## config.mk

```make
export PLATFORM = sky130hd
export DESIGN_NAME = data_mem_responder
export DESIGN_NICKNAME = d
export VERILOG_FILES = /design/src/rtl/data_mem_responder_pkg.sv /design/src/rtl/dmr_storage.sv /design/src/rtl/data_mem_responder.sv
export SDC_FILE = /design/constraint.sdc
export NUM_CORES = 2
export LEC_CHECK = 0
export BUFFER_PORTS_ARGS = -buffer_cell sky130_fd_sc_hd__buf_4
export CORE_AREA = 2 2 796 402
export CTS_CLUSTER_SIZE = 8
export DETAILED_ROUTE_END_ITERATION = 8
export DIE_AREA = 0 0 798 404
export SYNTH_ARGS = -nofsm -noshare
export SYNTH_HDL_FRONTEND = slang
export SYNTH_SLANG_ARGS = --single-unit
```

## constraint.sdc

```tcl
create_clock -name CLK -period 9.6 [get_ports CLK]
set_clock_uncertainty 0.05 [all_clocks]
set_input_delay 1.92 -clock CLK [delete_from_list [all_inputs] [get_ports CLK]]
set_output_delay 1.92 -clock CLK [all_outputs]
set_load 0.01 [all_outputs]
```

## src/rtl/data_mem_responder_pkg.sv

```systemverilog
// Shared definitions for the data memory responder.
// Holds the FSM state encoding, the data and address widths and the legal LATENCY range.
package data_mem_responder_pkg;

  localparam int unsigned DataWidth  = 16;
  localparam int unsigned AddrWidth  = 16;
  localparam int unsigned LatencyMin = 1;
  localparam int unsigned LatencyMax = 8;
  // Wide enough for LATENCY-1 at the top of the legal range.
  localparam int unsigned CntWidth   = $clog2(LatencyMax);

  typedef enum logic [1:0] {
    StIdle = 2'd0,
    StWait = 2'd1,
    StResp = 2'd2
  } state_e;

endpackage

```

## src/rtl/dmr_storage.sv

```systemverilog
// Data word storage for the memory responder: Depth x DataWidth array with a synchronous write
// and a registered read.
// Ports:
//   clk_i   - clock
//   we_i    - write enable; wdata_i is written to addr_i on the rising edge
//   re_i    - read enable; mem[addr_i] is captured into rdata_o on the rising edge
//   addr_i  - word index (caller guarantees it is in range when an enable is set)
//   wdata_i - write data
//   rdata_o - registered read data, held until the next read
// There is no reset: contents survive a responder reset.
module dmr_storage
  import data_mem_responder_pkg::*;
#(
  parameter int unsigned Depth    = 256,
  parameter int unsigned IdxWidth = (Depth > 1) ? $clog2(Depth) : 1
) (
  input  logic                 clk_i,
  input  logic                 we_i,
  input  logic                 re_i,
  input  logic [IdxWidth-1:0]  addr_i,
  input  logic [DataWidth-1:0] wdata_i,
  output logic [DataWidth-1:0] rdata_o
);

  logic [DataWidth-1:0] mem_q [Depth];
  logic [DataWidth-1:0] rdata_q;

  always_ff @(posedge clk_i) begin
    if (we_i) begin
      mem_q[addr_i] <= wdata_i;
    end
    if (re_i) begin
      rdata_q <= mem_q[addr_i];
    end
  end

  assign rdata_o = rdata_q;

endmodule

```

## src/rtl/data_mem_responder.sv

```systemverilog
// MEM-stage data memory responder. Accepts one load/store at a time, waits LATENCY cycles,
// performs the access against dmr_storage and presents the result until the pipeline takes it.
// Ports:
//   CLK, RST              - clock, asynchronous active-high reset
//   req_valid/req_ready   - request handshake (ready only while idle)
//   req_we                - 1 = store, 0 = load
//   req_addr, req_wdata   - word address and store data, latched on acceptance
//   resp_valid/resp_ready - response handshake
//   resp_rdata            - load data; 0 for stores and out-of-range accesses
//   resp_err              - address was >= DEPTH
//   busy                  - a request is outstanding (pipeline stall)
module data_mem_responder
  import data_mem_responder_pkg::*;
#(
  parameter int unsigned DEPTH   = 256,
  parameter int unsigned LATENCY = 2
) (
  input  logic                 CLK,
  input  logic                 RST,
  input  logic                 req_valid,
  output logic                 req_ready,
  input  logic                 req_we,
  input  logic [AddrWidth-1:0] req_addr,
  input  logic [DataWidth-1:0] req_wdata,
  output logic                 resp_valid,
  input  logic                 resp_ready,
  output logic [DataWidth-1:0] resp_rdata,
  output logic                 resp_err,
  output logic                 busy
);

  localparam int unsigned         IdxWidth   = (DEPTH > 1) ? $clog2(DEPTH) : 1;
  localparam logic [CntWidth-1:0] CntInit    = CntWidth'(LATENCY - 1);
  localparam logic [AddrWidth:0]  DepthLimit = (AddrWidth + 1)'(DEPTH);

  state_e                 state_q, state_d;
  logic [CntWidth-1:0]    cnt_q, cnt_d;
  logic [AddrWidth-1:0]   addr_q, addr_d;
  logic [DataWidth-1:0]   wdata_q, wdata_d;
  logic                   we_q, we_d;
  logic                   err_q, err_d;

  logic                   in_range;
  logic                   mem_we, mem_re;
  logic [DataWidth-1:0]   mem_rdata;

  assign in_range = ({1'b0, addr_q} < DepthLimit);

  always_ff @(posedge CLK or posedge RST) begin
    if (RST) begin
      state_q <= StIdle;
      cnt_q   <= '0;
      addr_q  <= '0;
      wdata_q <= '0;
      we_q    <= 1'b0;
      err_q   <= 1'b0;
    end else begin
      state_q <= state_d;
      cnt_q   <= cnt_d;
      addr_q  <= addr_d;
      wdata_q <= wdata_d;
      we_q    <= we_d;
      err_q   <= err_d;
    end
  end

  always_comb begin
    state_d    = state_q;
    cnt_d      = cnt_q;
    addr_d     = addr_q;
    wdata_d    = wdata_q;
    we_d       = we_q;
    err_d      = err_q;
    mem_we     = 1'b0;
    mem_re     = 1'b0;
    req_ready  = 1'b0;
    busy       = 1'b1;
    resp_valid = 1'b0;

    unique case (state_q)
      StIdle: begin
        req_ready = 1'b1;
        busy      = 1'b0;
        if (req_valid) begin
          addr_d  = req_addr;
          wdata_d = req_wdata;
          we_d    = req_we;
          err_d   = 1'b0;
          cnt_d   = CntInit;
          state_d = StWait;
        end
      end
      StWait: begin
        if (cnt_q == '0) begin
          // Access happens on the edge that enters StResp; out-of-range touches nothing.
          mem_we  = we_q & in_range;
          mem_re  = ~we_q & in_range;
          err_d   = ~in_range;
          state_d = StResp;
        end else begin
          cnt_d = cnt_q - CntWidth'(1);
        end
      end
      StResp: begin
        resp_valid = 1'b1;
        if (resp_ready) begin
          state_d = StIdle;
        end
      end
      default: begin
        state_d = StIdle;
      end
    endcase
  end

  // Read register is not reset, so gate the data here to keep it 0 outside a valid load.
  assign resp_err   = (state_q == StResp) & err_q;
  assign resp_rdata = ((state_q == StResp) && !we_q && !err_q) ? mem_rdata : '0;

  dmr_storage #(
    .Depth    (DEPTH),
    .IdxWidth (IdxWidth)
  ) u_storage (
    .clk_i   (CLK),
    .we_i    (mem_we),
    .re_i    (mem_re),
    .addr_i  (addr_q[IdxWidth-1:0]),
    .wdata_i (wdata_q),
    .rdata_o (mem_rdata)
  );

endmodule

```

# == After elaboration in Yosys (flattened, before gate mapping) ==
# Memory sizes are Yosys's and may differ from the RTL's. A register that Yosys moved wholly into a read port is not among the register bits.
# Cells that the tools add are included.
# totals
reg_bits,39
latchBits,0
mem_bits_rw,4096
romBits,0
out_inout_bits,20
n_memories,1
# memory_table
name,depth,word_bits,read_ports,rd_clocked_by_memory_dff,write_ports,line_no,text
u_storage.mem_q,256,16,1,1,1,dmr_storage.sv:25,logic [DataWidth-1:0] mem_q [Depth];
# op_classes
n_addsub,1
mul,0
div_mod_pow,0
magnitude_cmp,1
n_eq_ne,6
shift,0
mux,20
bitwise_logic,5
n_reduce_logical,11
# ops
operator,n
$lt 16x9->1 const B,1
$mux 16,1
$mux 1,11
$reduce_and 3->1,3
$ne 2x2->1 const B,4
$mux 2,3
$mux 3,2
$pmux 2 s3,1
$pmux 3 s2,1
$and 1x1->1,3
$logic_not 3->1,1
$sub 3x1->3 const B,1
$eq 2x1->1 const B,1
$eq 2x2->1 const B,1
$logic_and 1x1->1,2
$logic_not 1->1,2
$logic_not 2->1,1
$not 1->1,2
$pmux 1 s2,1
$reduce_and 2->1,1
$reduce_bool 2->1,1

# == Longest topological paths before layout ==
# logic_depth
word_depth,6
ltp_mapped,9
ltp_nobuf,7

# == By module ==
# A second synthesis with hierarchy kept.
# hier_totals
hier_cells,6860
area_unflattened_um2,157313.4
# modules_own_cells
mod,n_inst,cells_each,area_per_inst_um2,seq_area_each_um2
dmr_storage,1,6727,155559.2,123478.4
data_mem_responder,1,133,1754.2,975.9

# == Worst setup path before layout ==
# No wires, ideal clock.
# synth_timing
path_kind,flip-flop to flip-flop
start,reg wdata_q[0]
end,"mem u_storage.mem_q[0][0], data pin"
setup_ps,803
arrival_time_ps,3181
setup_slack_ps,5566
stages_incl_launch_ff,1
n_path_buf,0
period_less_slack_ps,4034
path_cell_list,dfrtp_1
# synth_rtl
item,line_no,text
start: declaration,data_mem_responder.sv:39,"logic [DataWidth-1:0] wdata_q, wdata_d;"
start signal: assignment,data_mem_responder.sv:61,wdata_q <= wdata_d;
end: declaration,dmr_storage.sv:25,
# No word-level cell before the write port.

# == Final worst setup path ==
# layout_timing
start,reg addr_q[0]
end,"reg u_storage.rdata_q[15] (netlist: u_storage.rdata_o[15]), read port of u_storage.mem_q, data pin"
# layout_via
elab_chain_len,4
# layout_lines
item,line_no,text
start: declaration,data_mem_responder.sv:38,"logic [AddrWidth-1:0] addr_q, addr_d;"
start signal: assignment,data_mem_responder.sv:60,addr_q <= addr_d;
$lt 16x9->1,data_mem_responder.sv:47,"assign in_range = ({1'b0, addr_q} < DepthLimit);"
$and 1x1->1,data_mem_responder.sv:97,mem_re = ~we_q & in_range;
$mux 1,data_mem_responder.sv:94,if (cnt_q == '0) begin
$mux 1,data_mem_responder.sv:80,unique case (state_q)
end: declaration,dmr_storage.sv:26,logic [DataWidth-1:0] rdata_q;
# Several ways; a longest one is shown, not always the timed one.
# A chain may end at the register's enable or synchronous reset.

==> results.ini <==
[run_status]
outcome=finished, violations left
violations=capacitance limit, slew limit

[logic_synthesis]
synthTopCellsByCount=4112 x edfxtp_1, 1024 x mux4_2, 513 x a22oi_1, 266 x clkbuf_1, 262 x nor2_1
synth_area_leaders=edfxtp_1 79%, mux4_2 15%, a22oi_1 2.5%
synthArstFlopShare_pct=0.9395
synth-seq-area-share_pct=79.26
ys_ff_latch=4151
yosys.cell_types.count=31
synthesis.area_um2=157000
synth_largest_area_cell=edfxtp_1
synth_nets=6870
synth_ff_type=edfxtp_1
synthCells=6831
synth_most_common_cell=edfxtp_1
yosysWarnings=0
syn_area_per_cell_um2=22.99
synth_enable_flop_cells=4112
synth_top_area_share_pct=78.64

[floorplanning]
die_w_um=798
die_area_um2=322400
die_h_um=404
rows=146
start_util_pct=49.83
ios=57
core_um2=315100

[timing]
rsz0062_at_grt=no
setup_tns_ns=0
max_freq_ghz=0.1834
period_needed_ns=5.452
final_hold_viol_count=0
report.final.slew_viol_count=72
fin_crit_sh_pct=56.79
setup_viol=0
worst_pin_slew_ns=1.836
slew_headroom_pct=-22.43

[clock_network]
clock_latency_ns=0.92
ctsResizeCount=0
cts_tree=built
cts_made_buffers=592
clk_path_buf_depth=4
clock-sinks=4151
ctsHtreeMaxLevel=6
cts_root_buf=clkbuf_16
ctsHoldBuffers=0
clkTransAtPathRegs_ns=0.05
cts_setup_buffers=0

[worst_setup_path]
end_kind=register
critPathMaxFanout=77
crit-reg2reg-launch=addr_q[0]
r2r_setup_slack_ns=4.15
crit_required_ns=10.17
start_kind=register
critical_path_class=reg -> reg
critPathArrivalTime_ns=6.02
worst_setup_path_startpoint=addr_q[0]

[cells_and_area]
instances_no_fill=11771
drive_gt1_share_pct=30.44
area_growth_pct=15.21
seqCellArea_um2=124500
multi_input_area_um2=31310
fillCellCount=22408
fin_nets=7509

[routing]
num_vias=78778
totalWireLength_mm=443.9
drt_first_pass_iters=6
post_drt_wl_per_cell_um=37.71
avgViaCountPerCell=6.693
drc_errors=0
antenna_left=0
drtIter0Drc=12551

[pwr]
ir_worst_vdd_mv=0.4266
power_density_nw_per_um2=321.7
leakage_nw=56.26

[run]
max_cap_violations=1

[grt]
grt_pass1_wl_mm=612.9
grt_usage_pct=27.37
grt_antenna_before_repair=23
grt_max_degree=201
grt_pass1_vias=76672
grt_overflow=0

[min_path]
hp-start=addr_q[14]
hold_class=reg -> reg

[placement]
gp_congestion=0.8222
io_buffers=56
post-dp-hpwl_mm=257.5
place_inst=11091

==> metal layers <==
metal  GRT usage [%]  vias to the layer above  routed length (µm)
li1                -                    30496                   -
met1           43.20                    42675              189300
met2           35.26                     5069              179600
met3           12.06                      532               67580
met4           5.165                        6                7309
met5           1.115                        -                 133
==> registers in the layout, summed over array words and instances, names as in the netlist <==
signal	flops
u_storage.mem_q	4096
addr_q	16
u_storage.rdata_o	16
wdata_q	16
cnt_q	3
state_q	2
err_q	1
we_q	1
==> layout make-up <==
type                            count  share of cell area, %
Inverter                            7                0.01452
Antenna cell                       16                0.02213
Multi-Input combinational cell   2259                  17.31
Clock buffer                      651                  8.735
Clock inverter                     10                0.05257
Tap cell                         4218                  2.917
Sequential cell                  4151                  68.83
Timing Repair Buffer              459                  2.116
==> cells by family after synthesis <==
kind of cell | count (synthesis) | synth area share (%)
flops | 4151 | 79.26
mux | 1055 | 14.91
compound gates | 841 | 3.657
buf+inv | 421 | 1.189
simple gates | 361 | 0.9642
fa+ha+maj | 2 | 0.01593
==> where the power goes <==
part / internal, mW / switching [mW]
clock: 11.4 / 7.16
sequential: 22.9 / 0.997
combinational: 5.28 / 10.5
total: 39.6 / 18.6
==> cell usage in the layout (no fill, tap or decap), types with 23 or more instances in the layout <==
cell,synthesis,final
a21oi_1,256,243
a22oi_1,513,513
buf_12,0,27
buf_4,16,425
clkbuf_1,266,23
clkbuf_16,0,628
edfxtp_1,4112,4112
mux2_2,31,31
mux4_2,1024,1024
nor2_1,262,217
nor2_2,0,44
o41ai_1,64,27
o41ai_2,0,33
==> worst max-delay path: stages, from the launching register on <==
cell and delay [ns]:
dfrtp_4 0.98, buf_12 0.52, buf_4 0.60, buf_4 0.55, mux4_2 0.56, a22oi_1 0.39, a21oi_1 0.23, o41ai_4 0.93
nand4_1 0.20
==> final timing paths <==
path / endpoint / depth (start not counted)
worst min register to register: addr_q[14] / 1
worst min-delay path: addr_q[14] / 1
max in group asynchronous: wdata_q[10] / 3
worst max register to register: u_storage.rdata_o[15] / 8
min in group asynchronous: wdata_q[4] / 3
worst max-delay path: u_storage.rdata_o[15] / 8
==> through the flow <==
stage               worst slack, ns  utilization [%]  power [mW]  area [µm²]  hold WS [ns]
floorplan                     5.566                -       33.30      157000        0.4306
global placement              3.745            52.28       39.39      164800        0.4431
detailed placement            3.609            52.32       39.74      164900        0.4481
CTS                           3.645            57.37       58.16      180800        0.4590
global route                  3.775            57.40       59.92      180900        0.4763
finish                        4.148            57.41       58.20      180900        0.4586
No activity file was read; power rests on OpenSTA's default activity.
